<file path="config.mk">
export PLATFORM = sky130hd
export DESIGN_NAME = module_display_scan_flat
export DESIGN_NICKNAME = d
export VERILOG_FILES = /design/src/rtl/module_display_scan_pkg.sv /design/src/rtl/module_display_scan_if.sv /design/src/rtl/module_display_scan_seg_decode.sv /design/src/rtl/module_display_scan.sv /design/src/flat_wrapper.sv
export SDC_FILE = /design/constraint.sdc
export NUM_CORES = 1
export LEC_CHECK = 0
export BUFFER_PORTS_ARGS = -buffer_cell sky130_fd_sc_hd__buf_2
export CORE_ASPECT_RATIO = 0.6
export CORE_MARGIN = 4
export CORE_UTILIZATION = 31
export DETAILED_ROUTE_END_ITERATION = 10
export PLACE_DENSITY = 0.52
export SYNTH_ARGS = -nofsm -noshare
export SYNTH_HDL_FRONTEND = slang
export SYNTH_SLANG_ARGS = --single-unit
</file>
<file path="constraint.sdc">
create_clock -name clk -period 7.1 [get_ports clk]
set_clock_uncertainty 0.05 [all_clocks]
set_input_delay 1.065 -clock clk [delete_from_list [all_inputs] [get_ports clk]]
set_output_delay 1.065 -clock clk [all_outputs]
set_load 0.01 [all_outputs]
</file>
<file path="src/rtl/module_display_scan_pkg.sv">
// Shared types and constants for the 4-digit multiplexed 7-segment display driver.
package display_pkg;

  localparam int NUM_DIGITS = 4;

  // Segment patterns are active-low, ordered {g,f,e,d,c,b,a}.
  localparam logic [6:0] SEG_OFF  = 7'h7F;
  localparam logic [6:0] SEG_DASH = 7'b0111111;

  typedef enum logic {BLANK, DRIVE} scan_state_t;

  typedef logic [3:0] bcd_t;

endpackage

</file>
<file path="src/rtl/module_display_scan_if.sv">
// Bus between the operand/sum mux and the display scanner, plus scanner debug state.
interface module_display_scan_if;
  import display_pkg::*;

  // load_i is a one-cycle valid with no ready: the scanner accepts every strobe.
  // A strobe on the frame-boundary cycle is committed directly. Any other strobe lands
  // in the pending buffer, and pend_o stays high until the next boundary takes it.
  logic [15:0] data_i;
  logic        load_i;
  logic        pend_o;
  logic [3:0]  an_o;
  logic [6:0]  seg_o;
  logic        frame_o;

  scan_state_t dbg_state;
  logic [1:0]  dbg_idx;

  modport slave (
    input  data_i, load_i,
    output pend_o, an_o, seg_o, frame_o, dbg_state, dbg_idx
  );

  modport master (
    output data_i, load_i,
    input  pend_o, an_o, seg_o, frame_o, dbg_state, dbg_idx
  );

endinterface

</file>
<file path="src/rtl/module_display_scan_seg_decode.sv">
// BCD nibble to active-low {g,f,e,d,c,b,a} segments; non-decimal nibbles show a dash.
module module_seg_decode
  import display_pkg::*;
(
  input  bcd_t       bcd,
  output logic [6:0] seg
);

  always_comb begin
    seg = SEG_DASH;
    case (bcd)
      4'd0: seg = 7'b1000000;
      4'd1: seg = 7'b1111001;
      4'd2: seg = 7'b0100100;
      4'd3: seg = 7'b0110000;
      4'd4: seg = 7'b0011001;
      4'd5: seg = 7'b0010010;
      4'd6: seg = 7'b0000010;
      4'd7: seg = 7'b1111000;
      4'd8: seg = 7'b0000000;
      4'd9: seg = 7'b0010000;
      default: seg = SEG_DASH;
    endcase
  end

endmodule

</file>
<file path="src/rtl/module_display_scan.sv">
// Time-multiplexed 4-digit common-anode display scanner with frame-aligned word commit
// and leading-zero suppression.
module module_display_scan
  import display_pkg::*;
#(
  parameter int REFRESH_DIV = 27000,
  parameter bit BLANK_LZ    = 1'b1
) (
  input  logic                  clk,
  input  logic                  rst,
  module_display_scan_if.slave  bus
);

  localparam int PW = (REFRESH_DIV > 2) ? $clog2(REFRESH_DIV) : 1;
  localparam logic [PW-1:0] PRESC_LAST = PW'(REFRESH_DIV - 1);

  scan_state_t   state, state_nxt;
  logic [1:0]    idx, idx_nxt;
  logic [PW-1:0] presc, presc_nxt;
  logic [15:0]   disp, disp_nxt;
  logic [15:0]   pend_buf, pend_buf_nxt;
  logic          pend, pend_nxt;
  logic          boundary;

  logic [3:0]    an_q, an_nxt;
  logic [6:0]    seg_q, seg_nxt;
  logic          frame_q;

  bcd_t          digit;
  logic [6:0]    digit_seg;
  logic          lz_blank;

  assign boundary = (state == BLANK) && (idx == 2'd0);

  // Word commit: a boundary load bypasses the buffer so the new frame shows it at once.
  always_comb begin
    disp_nxt     = disp;
    pend_buf_nxt = pend_buf;
    pend_nxt     = pend;
    if (boundary) begin
      if (bus.load_i)
        disp_nxt = bus.data_i;
      else if (pend)
        disp_nxt = pend_buf;
      pend_nxt = 1'b0;
    end else if (bus.load_i) begin
      pend_buf_nxt = bus.data_i;
      pend_nxt     = 1'b1;
    end
  end

  always_comb begin
    state_nxt = state;
    idx_nxt   = idx;
    presc_nxt = presc;
    case (state)
      BLANK: state_nxt = DRIVE;
      DRIVE: begin
        if (presc == PRESC_LAST) begin
          state_nxt = BLANK;
          presc_nxt = '0;
          idx_nxt   = idx + 2'd1;
        end else begin
          presc_nxt = presc + 1'b1;
        end
      end
      default: state_nxt = BLANK;
    endcase
  end

  // Outputs are computed from next-cycle state so they line up with the state register.
  assign digit = disp_nxt[{idx_nxt, 2'b00} +: 4];

  module_seg_decode u_seg_decode (
    .bcd (digit),
    .seg (digit_seg)
  );

  always_comb begin
    lz_blank = 1'b0;
    if (BLANK_LZ) begin
      case (idx_nxt)
        2'd1:    lz_blank = (disp_nxt[15:4]  == 12'd0);
        2'd2:    lz_blank = (disp_nxt[15:8]  == 8'd0);
        2'd3:    lz_blank = (disp_nxt[15:12] == 4'd0);
        default: lz_blank = 1'b0;
      endcase
    end
  end

  always_comb begin
    an_nxt  = 4'b1111;
    seg_nxt = SEG_OFF;
    if ((state_nxt == DRIVE) && !lz_blank) begin
      an_nxt  = ~(4'b0001 << idx_nxt);
      seg_nxt = digit_seg;
    end
  end

  always_ff @(posedge clk) begin
    if (!rst) begin
      state    <= BLANK;
      idx      <= 2'd0;
      presc    <= '0;
      disp     <= 16'd0;
      pend_buf <= 16'd0;
      pend     <= 1'b0;
      an_q     <= 4'b1111;
      seg_q    <= SEG_OFF;
      frame_q  <= 1'b0;
    end else begin
      state    <= state_nxt;
      idx      <= idx_nxt;
      presc    <= presc_nxt;
      disp     <= disp_nxt;
      pend_buf <= pend_buf_nxt;
      pend     <= pend_nxt;
      an_q     <= an_nxt;
      seg_q    <= seg_nxt;
      frame_q  <= boundary;
    end
  end

  assign bus.pend_o    = pend;
  assign bus.an_o      = an_q;
  assign bus.seg_o     = seg_q;
  assign bus.frame_o   = frame_q;
  assign bus.dbg_state = state;
  assign bus.dbg_idx   = idx;

endmodule

</file>
<file path="src/flat_wrapper.sv">
// flat-port wrapper written by rule: the top's interface ports become plain ports
module module_display_scan_flat import display_pkg::*;
#(
  parameter int REFRESH_DIV = 27000,
  parameter bit BLANK_LZ    = 1'b1
)
  (clk, rst, bus_data_i, bus_load_i, bus_pend_o, bus_an_o, bus_seg_o, bus_frame_o, bus_dbg_state, bus_dbg_idx);
  module_display_scan_if bus_i ();
  input  logic clk;
  input  logic rst;
  input wire logic [$bits(bus_i.data_i)-1:0] bus_data_i;
  input wire logic [$bits(bus_i.load_i)-1:0] bus_load_i;
  output wire logic [$bits(bus_i.pend_o)-1:0] bus_pend_o;
  output wire logic [$bits(bus_i.an_o)-1:0] bus_an_o;
  output wire logic [$bits(bus_i.seg_o)-1:0] bus_seg_o;
  output wire logic [$bits(bus_i.frame_o)-1:0] bus_frame_o;
  output wire logic [$bits(bus_i.dbg_state)-1:0] bus_dbg_state;
  output wire logic [$bits(bus_i.dbg_idx)-1:0] bus_dbg_idx;
  assign bus_i.data_i = bus_data_i;
  assign bus_i.load_i = bus_load_i;
  assign bus_pend_o = bus_i.pend_o;
  assign bus_an_o = bus_i.an_o;
  assign bus_seg_o = bus_i.seg_o;
  assign bus_frame_o = bus_i.frame_o;
  assign bus_dbg_state = bus_i.dbg_state;
  assign bus_dbg_idx = bus_i.dbg_idx;
  module_display_scan #(.REFRESH_DIV(REFRESH_DIV), .BLANK_LZ(BLANK_LZ)) u_core (.clk(clk), .rst(rst), .bus(bus_i));
endmodule
</file>
==> flow_summary.toml, run 1 <==
[run_status]
outcome = "completed"

[sta]
tns_ns = 0
rsz0062_at_grt = "no"
fin_crit_sh_pct = 50.3
final.setup.worst_slack_ns = 3.53
slew_violations = 0
holdWs_ns = 0.401
setup_viol = 0
tightest_slew_ns = 0.888
max_freq_mhz = 280
relSlewSlack_pct = 40.7
finalHoldViolCount = 0
fin_crit_ns = 3.57

[grt]
overflow = 0
grt_pass1_vias = 2395
grt_max_degree = 29
track_usage_pct = 14.4
grt_pass1_wl_mm = 12.7
antenna_found_initial = 0

[power_and_ir_drop]
p_sw_share_pct = 23.1
p_switching_mw = 0.234
seqPwrFrac_pct = 37.9
p_per_area_nw_per_um2 = 276
peakVddDrop_uv = 110
clockPowerShare_pct = 51.5
intPower_mw = 0.779
power_frac_comb_pct = 10.6
cellLeakagePower_nw = 1.45

[yosys]
synthCells = 355
avgSynthCellArea_um2 = 8.62
synth-seq-area-share_pct = 41.2
synth_xor_area_share_pct = 4.34
yosys.area_share.simple_pct = 24.5
syn_nets = 381
synth_top_area_cell = "dfxtp_1"
synth.distinct_cells = 53
synth_warnings = 0
synthArstFlopShare_pct = 0
yosys.area_share.adder_pct = 2.86
synth.cells.most_frequent = "dfxtp_1 (63), nand2_1 (44), nor2_1 (40)"
synth_top_cell_area_share_pct = 41.2
synth_edf_count = 0
synth.area.top_cells = "dfxtp_1 (41%), nand2_1 (5.4%), nor2_1 (4.9%)"
yosys_register_bits = 63
synthMuxAreaShare_pct = 5.73
synthFlopType = "dfxtp_1"
synth_compound_area_share_pct = 16.7
synth_top_family_by_area = "simple AND/OR/NAND/NOR gates"
yosysMostFrequentCell = "dfxtp_1"
netlist_area_um2 = 3060

[cts]
clock_latency_ns = 0.34
cts_buffer_depth = 2
cts_tree = "yes"
cts-root-buf = "clkbuf_16"
cts_setup_buffers = 0
htreeDepth = 3
holdBufCountCts = 0
cts_sinks = 63
cts_resized = 0
cts_buffers = 9
clk_pin_slew_ns = 0.05

[die]
fp.dieW_um = 136
rows = 27
core_um2 = 9390
die_y_um = 85.0
ios = 35
dieArea_um2 = 11600
start_util_pct = 32.6

[layout]
layout-area-overhead-vs-synth_pct = 20.1
post-route-util_pct = 39.1
nets = 410
drive_gt1_share_pct = 16.7
finalNonFillerCells = 519
antennaDiodeCount = 0

[setup_path]
worstSetupStartpointType = "input pin"
crit_arrival_ns = 3.73
path_class = "input pin to flip-flop"
cp-end-kind = "flip-flop"
crit_fanout = 26
ff2ff_path_depth = 11
crit_required_ns = 7.25

[flow_run]
cap_viol_max_count = 0

[routing]
drcViolationCount = 0
drtIter0Drc = 205
via_per_inst = 4.87
vias = 2525
wl_per_cell_um = 14.8
postRouteAntennaNets = 0
wirelength_mm = 7.70
first_pass_iters = 5

[worst_hold_path]
worstHoldPathCells = 2
hold_class = "flip-flop to flip-flop"

[place]
pre_cts_ws_ns = 3.17
dp_hpwl_mm = 5.48
gp_congestion = 0.799
placed_cells = 503
port_buffers = 34
stage by stage:
| stage | total power [mW] | instance area (um^2) |
|---|---|---|
| 2_1_floorplan | 0.465 | 3060 |
| 3_3_place_gp | 0.499 | 3320 |
| 3_5_place_dp | 0.499 | 3320 |
| 4_1_cts | 1.03 | 3670 |
| 5_1_grt | 1.06 | 3670 |
| 6_report | 1.01 | 3670 |
worst max-delay path: stages:
cell and delay, ns:
buf_2 0.34, nand3b_1 0.44, o22a_1 0.31, o21a_1 0.11, mux2_2 0.27, mux2i_1 0.33
ha_1 0.25, inv_1 0.05, and2_1 0.13, a22oi_1 0.19, o211a_1 0.18, o21ai_1 0.06
flip-flops by register name (all words and copies together) (netlist names):
register              flops
u_core.bus.dbg_idx        2
u_core.bus.an_o           4
u_core.bus.dbg_state      1
u_core.presc             15
u_core.bus.pend_o         1
u_core.disp              16
u_core.bus.seg_o          7
u_core.pend_buf          16
u_core.bus.frame_o        1
cell type report:
cell class	count	area, um^2
Multi-Input combinational cell	259	1660
Inverter	16	60.1
Tap cell	130	163
Fill cell	948	5720
Sequential cell	63	1260
Clock buffer	11	253
Timing Repair Buffer	35	178
Clock inverter	5	104
power by group through the flow:
stage	clock, mW	combinational (mW)	sequential, mW
final	0.522	0.108	0.384
after global routing	0.551	0.122	0.387
after CTS	0.533	0.108	0.384
after detailed placement	0	0.108	0.392
after global placement	0	0.107	0.391
after floorplan	0	0.0739	0.391
routing by layer:
metal | part of all wire, % | track usage [%] | vias to the layer above
met5 | 0 | 0 | -
met4 | 0.84 | 3.57 | 0
met3 | 9.4 | 5.92 | 11
met2 | 35 | 17.5 | 72
met1 | 55 | 22.5 | 1144
li1 | - | - | 1298
cell families (layout without fill, tap and decap cells):
kind of cell | Yosys count | after routing
and+or+nand+nor | 147 | 147
buffers and inverters | 33 | 67
AOI/OAI and AO/OA | 78 | 78
muxes | 14 | 14
DFF | 63 | 63
adders and majority gates | 7 | 7
xor gates and xnor gates | 13 | 13
placed cells by master, fill, tap and decap left out, types with 12 or more instances in the layout:
| cell | Yosys | layout |
|---|---|---|
| buf_2 | 5 | 34 |
| nor2_1 | 40 | 40 |
| a21oi_1 | 19 | 19 |
| nand2_1 | 44 | 44 |
| o21ai_0 | 12 | 12 |
| and2_1 | 13 | 13 |
| inv_1 | 14 | 14 |
| dfxtp_1 | 63 | 63 |
worst paths after layout:
check / from / endpoint / slack [ns]
hold reg to reg: u_core.pend_buf[3] / u_core.pend_buf[3] / 0.40
setup / recovery: bus_load_i / u_core.bus.seg_o[4] / 3.53
hold / removal: u_core.pend_buf[3] / u_core.pend_buf[3] / 0.40
setup reg to reg: u_core.bus.dbg_state / u_core.bus.seg_o[4] / 3.68
Note: power is estimated with default switching activity, not from simulation.
==> run 2: changes to the inputs <==
clock period = 3.55 ns   (was 7.1 ns; I/O delays follow)
==> run 2 against run 1 <==
  * Die area unchanged
  * Global-route usage increased by 0.39 points
  * Clock power is 71% higher
  * Register-to-register slack lost 3.3 ns
  * Final cell count increased by 1.5%
  * Count of clock-buffer cells in the layout is 1 lower
  * Critical endpoint unchanged
  * Combinational power grew 110%
  * Critical path depth rose by 2
  * Sequential share of layout area hardly changed
  * Routed wire length increased by 4.0%
  * Power increased by 86%
  * First-iteration DRC count decreased by 27%
==> flow_summary.toml, run 2 (synthesis results as in run 1) <==
[run_status]
outcome = "completed"

[routing]
postRouteAntennaNets = 0
via_per_inst = 4.89
drtIter0Drc = 150
drcViolationCount = 0
wl_per_cell_um = 15.2
wirelength_mm = 8.01
vias = 2576
first_pass_iters = 4

[grt]
grt_pass1_wl_mm = 13.2
track_usage_pct = 14.8
grt_max_degree = 27
antenna_found_initial = 0
grt_pass1_vias = 2461
overflow = 0

[sta]
finalHoldViolCount = 0
slew_violations = 0
fin_crit_ns = 3.15
relSlewSlack_pct = 44.0
final.setup.worst_slack_ns = 0.404
max_freq_mhz = 318
fin_crit_sh_pct = 88.6
rsz0062_at_grt = "no"
tightest_slew_ns = 0.835
holdWs_ns = 0.397
setup_viol = 0
tns_ns = 0

[setup_path]
crit_required_ns = 3.70
crit_path_start = "u_core.bus.dbg_idx[0]"
ff2ff_path_depth = 14
crit_arrival_ns = 3.30
crit_fanout = 25
worstSetupStartpointType = "flip-flop"
path_class = "flip-flop to flip-flop"
reg2reg_from = "u_core.bus.dbg_idx[0]"
cp-end-kind = "flip-flop"
timing.rr.end = "u_core.bus.seg_o[4]"
rrSetupSlack_ns = 0.40

[layout]
antennaDiodeCount = 0
final_cell_mix = "dfxtp_1 (63), nand2_1 (44), nor2_1 (40)"
final_common_cell = "dfxtp_1"
fill_cells = 987
final_area_um2 = 3680
multi_input_area_um2 = 1660
top_regs = "u_core.disp (16), u_core.pend_buf (16), u_core.presc (15)"
post-route-util_pct = 39.2
regArea_um2 = 1260
nets = 418
drive_gt1_share_pct = 18.4
layout-area-overhead-vs-synth_pct = 20.2
finalNonFillerCells = 527

[die]
core_um2 = 9390
fp.dieW_um = 136
ios = 35
die_y_um = 85.0
dieArea_um2 = 11600
start_util_pct = 32.6
rows = 27

[cts]
cts_resized = 0
holdBufCountCts = 0
clk_pin_slew_ns = 0.05
cts_tree = "yes"
cts-root-buf = "clkbuf_16"
htreeDepth = 3
clock_latency_ns = 0.34
cts_sinks = 63
cts_buffer_depth = 2
cts_setup_buffers = 0
cts_buffers = 9

[power_and_ir_drop]
power.total_mw = 1.89
cellLeakagePower_nw = 1.45
peakVddDrop_uv = 238
p_per_area_nw_per_um2 = 513

[worst_hold_path]
holdPathEnd = "u_core.pend_buf[6]"
worstHoldPathCells = 3
hp-start = "bus_data_i[6]"
hold_class = "input pin to flip-flop"

[place]
gp_congestion = 0.765
port_buffers = 34
placed_cells = 511
placed_area_um2 = 3380
dp_hpwl_mm = 5.72
pre_cts_ws_ns = 0.418

[flow_run]
cap_viol_max_count = 0
-- run 2: metal layers --
layer	vias up	part of all wire, %	track usage [%]
met5	-	0	0
met4	0	0.99	4.12
met3	11	7.3	5.27
met2	54	35	17.8
met1	1204	57	23.5
li1	1307	-	-
-- run 2: how the worst max path moves through the flow --
stage	end
2_1_floorplan	u_core.bus.seg_o[4]
3_3_place_gp	u_core.bus.seg_o[4]
3_5_place_dp	u_core.bus.seg_o[4]
4_1_cts	u_core.bus.seg_o[4]
5_1_grt	u_core.bus.seg_o[4]
6_report	u_core.bus.seg_o[4]
-- run 2: critical path, stage by stage, from the launching register on --
cell     delay [ns]
dfxtp_1        0.37
inv_1          0.10
ha_1           0.27
nor2b_1        0.16
buf_4          0.27
o21ai_0        0.23
o21a_1         0.16
mux2_2         0.27
mux2i_2        0.32
ha_1           0.23
inv_1          0.06
and2_1         0.13
a22oi_1        0.17
o211a_1        0.16
o21ai_1        0.05
-- run 2: area by class of cell --
class | instances | share of cell area, %
multi-input combinational | 259 | 45.0
inverter | 16 | 1.63
sequential | 63 | 34.3
tap | 130 | 4.42
timing repair buffer | 43 | 6.46
clock buffer | 10 | 6.50
clock inverter | 6 | 1.63
-- run 2: where the power goes --
part	internal [mW]	switching, mW
combinational	0.0965	0.132
clock	0.558	0.333
sequential	0.745	0.0207
